===== src/rtl/palindrome_window_detector.sv =====
// Serial-bit palindrome detector over a runtime-length sliding window (2..MAX_LEN).
// Optional saturating match counter is built when PALIN_MATCH_CNT_EN is defined.
module palindrome_window_detector #(
    parameter int unsigned MAX_LEN = 16,
    parameter int unsigned CNT_W   = 16
) (
    input  logic                           clk,
    input  logic                           reset_n,
    input  logic                           enable,
    input  logic                           cfg_load,
    input  logic [$clog2(MAX_LEN+1)-1:0]   cfg_len,
    input  logic                           in_valid,
    input  logic                           in,
    output logic                           filled,
    output logic                           match_valid,
    output logic                           match,
    output logic [CNT_W-1:0]               match_count
);

    localparam int unsigned LEN_W = $clog2(MAX_LEN + 1);
    localparam int unsigned IDX_W = $clog2(MAX_LEN);

    typedef enum logic [1:0] {
        IDLE = 2'd0,
        FILL = 2'd1,
        RUN  = 2'd2
    } state_t;

    state_t             state;
    logic [MAX_LEN-1:0] win;
    logic [LEN_W-1:0]   len;
    logic [LEN_W-1:0]   fill;

    logic               accept;
    logic               eval;
    logic               pal;
    logic [MAX_LEN-1:0] win_next;
    logic [LEN_W-1:0]   fill_next;
    logic [LEN_W-1:0]   len_clamped;
    logic [LEN_W-1:0]   half;
    logic [LEN_W-1:0]   mirror;

    assign accept    = enable & in_valid & ~cfg_load;
    assign win_next  = {win[MAX_LEN-2:0], in};
    assign fill_next = (fill < len) ? fill + LEN_W'(1) : len;
    assign eval      = accept & (fill_next == len);

    always_comb begin
        len_clamped = cfg_len;
        if (cfg_len < LEN_W'(2)) begin
            len_clamped = LEN_W'(2);
        end else if (cfg_len > LEN_W'(MAX_LEN)) begin
            len_clamped = LEN_W'(MAX_LEN);
        end
    end

    // Compare the post-shift window against its mirror about the active length.
    always_comb begin
        pal    = 1'b1;
        half   = len >> 1;
        mirror = '0;
        for (int i = 0; i < int'(MAX_LEN / 2); i++) begin
            if (LEN_W'(i) < half) begin
                mirror = len - LEN_W'(1) - LEN_W'(i);
                if (win_next[i] != win_next[IDX_W'(mirror)]) begin
                    pal = 1'b0;
                end
            end
        end
    end

    always_ff @(posedge clk or negedge reset_n) begin
        if (!reset_n) begin
            state       <= IDLE;
            win         <= '0;
            len         <= LEN_W'(MAX_LEN);
            fill        <= '0;
            filled      <= 1'b0;
            match_valid <= 1'b0;
            match       <= 1'b0;
        end else if (cfg_load) begin
            state       <= enable ? FILL : IDLE;
            win         <= '0;
            len         <= len_clamped;
            fill        <= '0;
            filled      <= 1'b0;
            match_valid <= 1'b0;
            match       <= 1'b0;
        end else if (accept) begin
            win         <= win_next;
            fill        <= fill_next;
            filled      <= (fill_next == len);
            state       <= (fill_next == len) ? RUN : FILL;
            match_valid <= eval;
            if (eval) begin
                match <= pal;
            end
        end else begin
            match_valid <= 1'b0;
            if (!enable) begin
                state <= IDLE;
            end else if (state == IDLE) begin
                state <= (fill < len) ? FILL : RUN;
            end
        end
    end

`ifdef PALIN_MATCH_CNT_EN
    logic [CNT_W-1:0] cnt;

    // Saturating count of positive evaluations; restarts with each new configuration.
    always_ff @(posedge clk or negedge reset_n) begin
        if (!reset_n) begin
            cnt <= '0;
        end else if (cfg_load) begin
            cnt <= '0;
        end else if (eval && pal && (cnt != {CNT_W{1'b1}})) begin
            cnt <= cnt + CNT_W'(1);
        end
    end

    assign match_count = cnt;
`else
    assign match_count = '0;
`endif

endmodule


===== config.mk =====
export PLATFORM = sky130hd
export DESIGN_NAME = palindrome_window_detector
export DESIGN_NICKNAME = d
export VERILOG_FILES = /design/src/rtl/palindrome_window_detector.sv
export SDC_FILE = /design/constraint.sdc
export NUM_CORES = 1
export LEC_CHECK = 0
export CORE_MARGIN = 1.5
export CORE_UTILIZATION = 55
export CTS_CLUSTER_DIAMETER = 150
export DETAILED_ROUTE_END_ITERATION = 12
export GPL_ROUTABILITY_DRIVEN = 0
export PLACE_DENSITY = 0.79
export REMOVE_ABC_BUFFERS = 1
export SLEW_MARGIN = 0
export SYNTH_ARGS = -nofsm -noshare
export SYNTH_HDL_FRONTEND = slang
export SYNTH_SLANG_ARGS = --single-unit

===== constraint.sdc =====
create_clock -name clk -period 5.2 [get_ports clk]
set_input_delay 1.04 -clock clk [delete_from_list [all_inputs] [get_ports clk]]
set_output_delay 1.04 -clock clk [all_outputs]
set_load 0.02 [all_outputs]

Word-level counts from Yosys, hierarchy flattened

Index checks and enable logic that the tools add are counted.

Bits in registers: 28
Bits in read-only memories: 0
Memories: 0
Bits in latches: 0
Memory bits (writable): 0

Mux-type cells: 46
Multipliers: 0
Eq/ne operators: 9
Order comparisons: 19
Shift operators: 0
Add/sub/neg operators: 9
Divide/modulo/power cells: 0
Reduce and logical (&&, ||, !) cells: 3
Bitwise operators: 4

Operators by type and width:

| cell                                                                         | count |
|---|---|
| 4-bit by 5-bit less-than comparator with 1-bit output, second input constant | 8 |
| 1-bit binary-select mux with 4-bit select                                    | 8 |
| 1-bit 2-to-1 mux                                                             | 31 |
| 15-bit 2-to-1 mux                                                            | 2 |
| 5-bit 2-to-1 mux                                                             | 5 |
| 3-bit by 4-bit less-than comparator with 1-bit output, first input constant  | 4 |
| 4-bit by 3-bit subtractor with 4-bit output, second input constant           | 4 |
| 1-bit by 4-bit less-than comparator with 1-bit output, first input constant  | 2 |
| 2-bit by 4-bit less-than comparator with 1-bit output, first input constant  | 2 |
| 1-bit inequality test                                                        | 8 |
| 4-bit by 1-bit subtractor with 4-bit output, second input constant           | 2 |
| 4-bit by 2-bit subtractor with 4-bit output, second input constant           | 2 |
| 5-bit by 1-bit adder with 5-bit output, second input constant                | 1 |
| 5-bit equality test                                                          | 1 |
| 5-bit greater-than comparator, second input constant                         | 1 |
| 5-bit by 2-bit less-than comparator with 1-bit output, second input constant | 1 |
| 5-bit less-than comparator                                                   | 1 |
| 2-bit nonzero test                                                           | 2 |
| 1-bit bitwise AND                                                            | 3 |
| 2-bit AND reduction                                                          | 1 |
| 1-bit NOT                                                                    | 1 |

Longest topological paths before layout

Depth after elaboration: 23
Depth in mapped cells: 16

Worst setup path after synthesis

Ideal clock, no wire load.

Kind: register to register
Start: register len[0]
End: register match
Arrival time: 3.394 ns
Required time: 5.113 ns
Library setup time: 0.087 ns
Setup slack: 1.719 ns
Cell stages (with the launch flop): 17
Cells stage by stage: dfrtp_1 -> buf_6 -> buf_4 -> inv_1 -> ha_1 -> buf_2 -> buf_4 -> inv_1 -> ha_1 -> xnor2_1 -> o22ai_1 -> xnor2_1 -> mux4_2 -> xor2_1 -> a21boi_0 -> nand3_1 -> o211ai_1

Longest elaborated chain between the ends: 23
Elaborated cells on any way between the ends: 57

Ends and longest elaborated chain:

| what                                                                                                 | line | source |
|---|---|---|
| start, declared                                                                                      | 31   | `logic [LEN_W-1:0] len;` |
| start signal, assigned                                                                               | 76   | `len <= LEN_W'(MAX_LEN);` |
| start signal, assigned                                                                               | 84   | `len <= len_clamped;` |
| parallel branches: the longest is 23 deep, another holds 4-bit by 1-bit subtractor with 4-bit output | n/a  |  |
| end signal, assigned                                                                                 | 96   | `match <= pal;` |
| end, declared                                                                                        | 16   | `output logic match,` |

Several ways; the timed one is not identified. The select of a mux whose other input is x is not followed.
A chain may end at the register's enable or synchronous reset.

Final worst setup path

Same ends and word-level chain as after synthesis.

==> key figures <==
Drt
  – Total number of vias: 1873
  – Drc violations: 0
  – Vias per cell: 6.06
  – Wirelength per Cell: 16.5 µm
  – DRT antenna net count: 0
  – Drt pass-1 iters: 4
  – Initial DRC Count: 94
  – Detailed Route WL: 5100 µm

Synthesis
  – Syn_area_per_cell: 9.97 µm²
  – Top cells by count, synth: dfrtp_1, buf_4, a22o_1, nand2_1
  – Mapped Cells: 250
  – Top_reg_cell synth: dfrtp_1
  – Synth async-reset ratio: 100%
  – Post-synth EDFFs: 0
  – Yosys warning count: 0
  – Most frequent cell after synthesis: dfrtp_1
  – #FFs+latches synth: 28
  – Cell taking the most area after synthesis: dfrtp_1
  – Cell area after synthesis: 2490 µm²
  – Synth top area cells: dfrtp_1, mux4_2, ha_1
  – Seq/Total Area, Yosys: 28.2%
  – Yosys cell types: 45
  – Yosys top cell area share: 27.1%

Clocking
  – CTS Hold Buffers Added: 0
  – Num CTS Buffers: 3
  – Clk Latency, worst-skew pair: 0.28 ns
  – Clock root buffer: clkbuf_8
  – H-tree Lvls: 1
  – Clock sinks: 28
  – Clock Path Buffers: 2
  – Postcts setup bufs: 0
  – Post_cts resized: 0
  – Clock-pin slew on the worst setup and hold paths: 0.10 ns
  – CTS tree: built

GRT
  – Vias in the first global route: 1731
  – Global route total overflow: 0
  – GR Util All Layers: 21.5%
  – Global-route wire length before repair: 8600 µm
  – Initial antenna violation count: 0
  – Largest net degree at the start of global routing: 29

Layout
  – FILL cells: 359
  – Area Overhead vs Synth: 5.87%
  – # diodes: 0
  – Finished Layout Cells: 309
  – Final net count: 282
  – Layout cell share with drive strength beyond 1: 13.6%

Setup path
  – CP Launch Point: len[0]
  – Terminus of the critical flop-to-flop path: match
  – Top delay family on crit path: adder cells
  – Critical Path RT: 5.40 ns
  – CP max FO: 27
  – Crit Path Class: flop to flop
  – Reg2reg setup slack: 1.20 ns
  – Worst Setup Start Kind: flop
  – Cells on worst reg2reg path: 13
  – Reg-to-Reg Start: len[0]
  – Buf/Inv on CP: 3
  – Cell count along the critical path: 13
  – Worst setup EP type: flop
  – Worst EP arrival: 4.20 ns
  – CP max stage delay: 0.81 ns
  – Critical Path End: match
  – Crit path cell chain: buf_4 -> inv_1 -> ha_1 -> inv_1 -> ha_1 -> xnor2_1 -> o22ai_1 -> xnor2_1 -> mux4_2 -> xor2_1 -> a21boi_0 -> nand3_1 -> o211ai_1
  – Crit path max-delay cell type: ha_1

Pwr
  – Switching share of power: 34.1%
  – Clock power frac: 22.3%
  – Internal: 0.399 mW
  – Worst vdd ir: 0.000105 V
  – Pleak: 1.12 nW
  – Sw power: 0.207 mW
  – Pwr Density: 230 nW/µm²
  – Sequential power share: 39.3%
  – Combinational share of power: 38.4%

Outcome
  – Status: complete, no violations

Floorplan
  – Row cnt: 24
  – Initial core utilization: 57.2%
  – Die X: 70.3 µm
  – Die height: 70.3 µm
  – Top Ports: 30
  – Core ar.: 4350 µm²
  – Full die area: 4940 µm²

STA
  – RSZ-0062 raised after global routing: false
  – Min cycle time layout: 4.00 ns
  – Worst-case clock skew: 0.00664 ns
  – Endpoints failing setup: 0
  – Final count of pins violating max slew: 0
  – Tcrit/Tclk final: 76.9%
  – TNS Setup: 0 ns
  – Peak Freq: 0.250 GHz
  – Worst Tran Pin Value: 0.761 ns
  – Hold Vio Cnt, Final: 0
  – Slew HR: 49.2%

Place
  – Hpwl dp: 3820 µm
  – Port Buf Inserts: 13
  – Placed cell count: 305

Min path
  – Hold Crit Class: flop to flop

Flow run
  – Max Cap Viol: 0
-- layout by cell type (no fill, tap or decap), types with 9 or more instances in the layout --
cell / n
a21oi_1: 9
dfrtp_1: 27
a22o_1: 17
o21ai_0: 16
mux4_2: 12
clkdlybuf4s50_1: 13
nor2_1: 16
nand2_1: 17
xnor2_1: 13
ha_1: 13
mux2i_1: 9
conb_1: 16
-- power groups by stage --
stage / Sequential [mW] / Combinational (mW) / Clock (mW)
floorplan: 0.245 / 0.170 / 0
global placement: 0.242 / 0.226 / 0
CTS: 0.238 / 0.232 / 0.137
detailed placement: 0.242 / 0.231 / 0
finish: 0.238 / 0.233 / 0.135
global route: 0.239 / 0.256 / 0.147
-- flip-flops by register name, summed over array words and instances, names as in the netlist --
register,count
win,15
fill,5
len,5
filled,1
match,1
match_valid,1
-- kinds of logic after synthesis --
kind of cell,share of synthesized area (%)
buf+inv,8.99
xor+xnor,8.03
simple gates,12.9
compound gates,16.0
flops,28.2
mux,19.3
fa+ha+maj,6.53
other cells,0.150
-- routing by layer --
| layer | track usage (%) | routed length (µm) | vias up |
|---|---|---|---|
| met5 | 0 | 0 | - |
| met1 | 31.0 | 2380 | 919 |
| li1 | - | - | 892 |
| met2 | 33.1 | 2390 | 49 |
| met3 | 3.17 | 227 | 13 |
| met4 | 7.26 | 104 | 0 |
-- layout make-up --
class	count	area, µm²	area share [%]
multi-input cells	200	1620	61.5
flip-flops and latches	28	702	26.6
repair buffers	18	168	6.35
well taps	52	65.1	2.47
clock buffers	4	55.1	2.09
inverters	7	26.3	0.996
-- stage by stage --
step	hold WS, ns	worst slack [ns]	cell area [µm²]	total power [mW]	util (%)
global route	0.502	0.888	2640	0.642	60.6
global placement	0.467	1.35	2580	0.468	59.3
finish	0.480	1.20	2640	0.606	60.6
CTS	0.491	1.19	2640	0.607	60.6
floorplan	0.495	1.22	2350	0.415	-
detailed placement	0.470	1.20	2580	0.473	59.3
-- worst min-delay path by stage --
stage | from | to | cells past startpoint
6_report | filled | filled | 1
5_1_grt | filled | filled | 1
4_1_cts | filled | filled | 1
3_5_place_dp | filled | filled | 1
3_3_place_gp | filled | filled | 1
2_1_floorplan | win[14] | win[14] | 1
No activity file was read; power rests on OpenSTA's default activity.
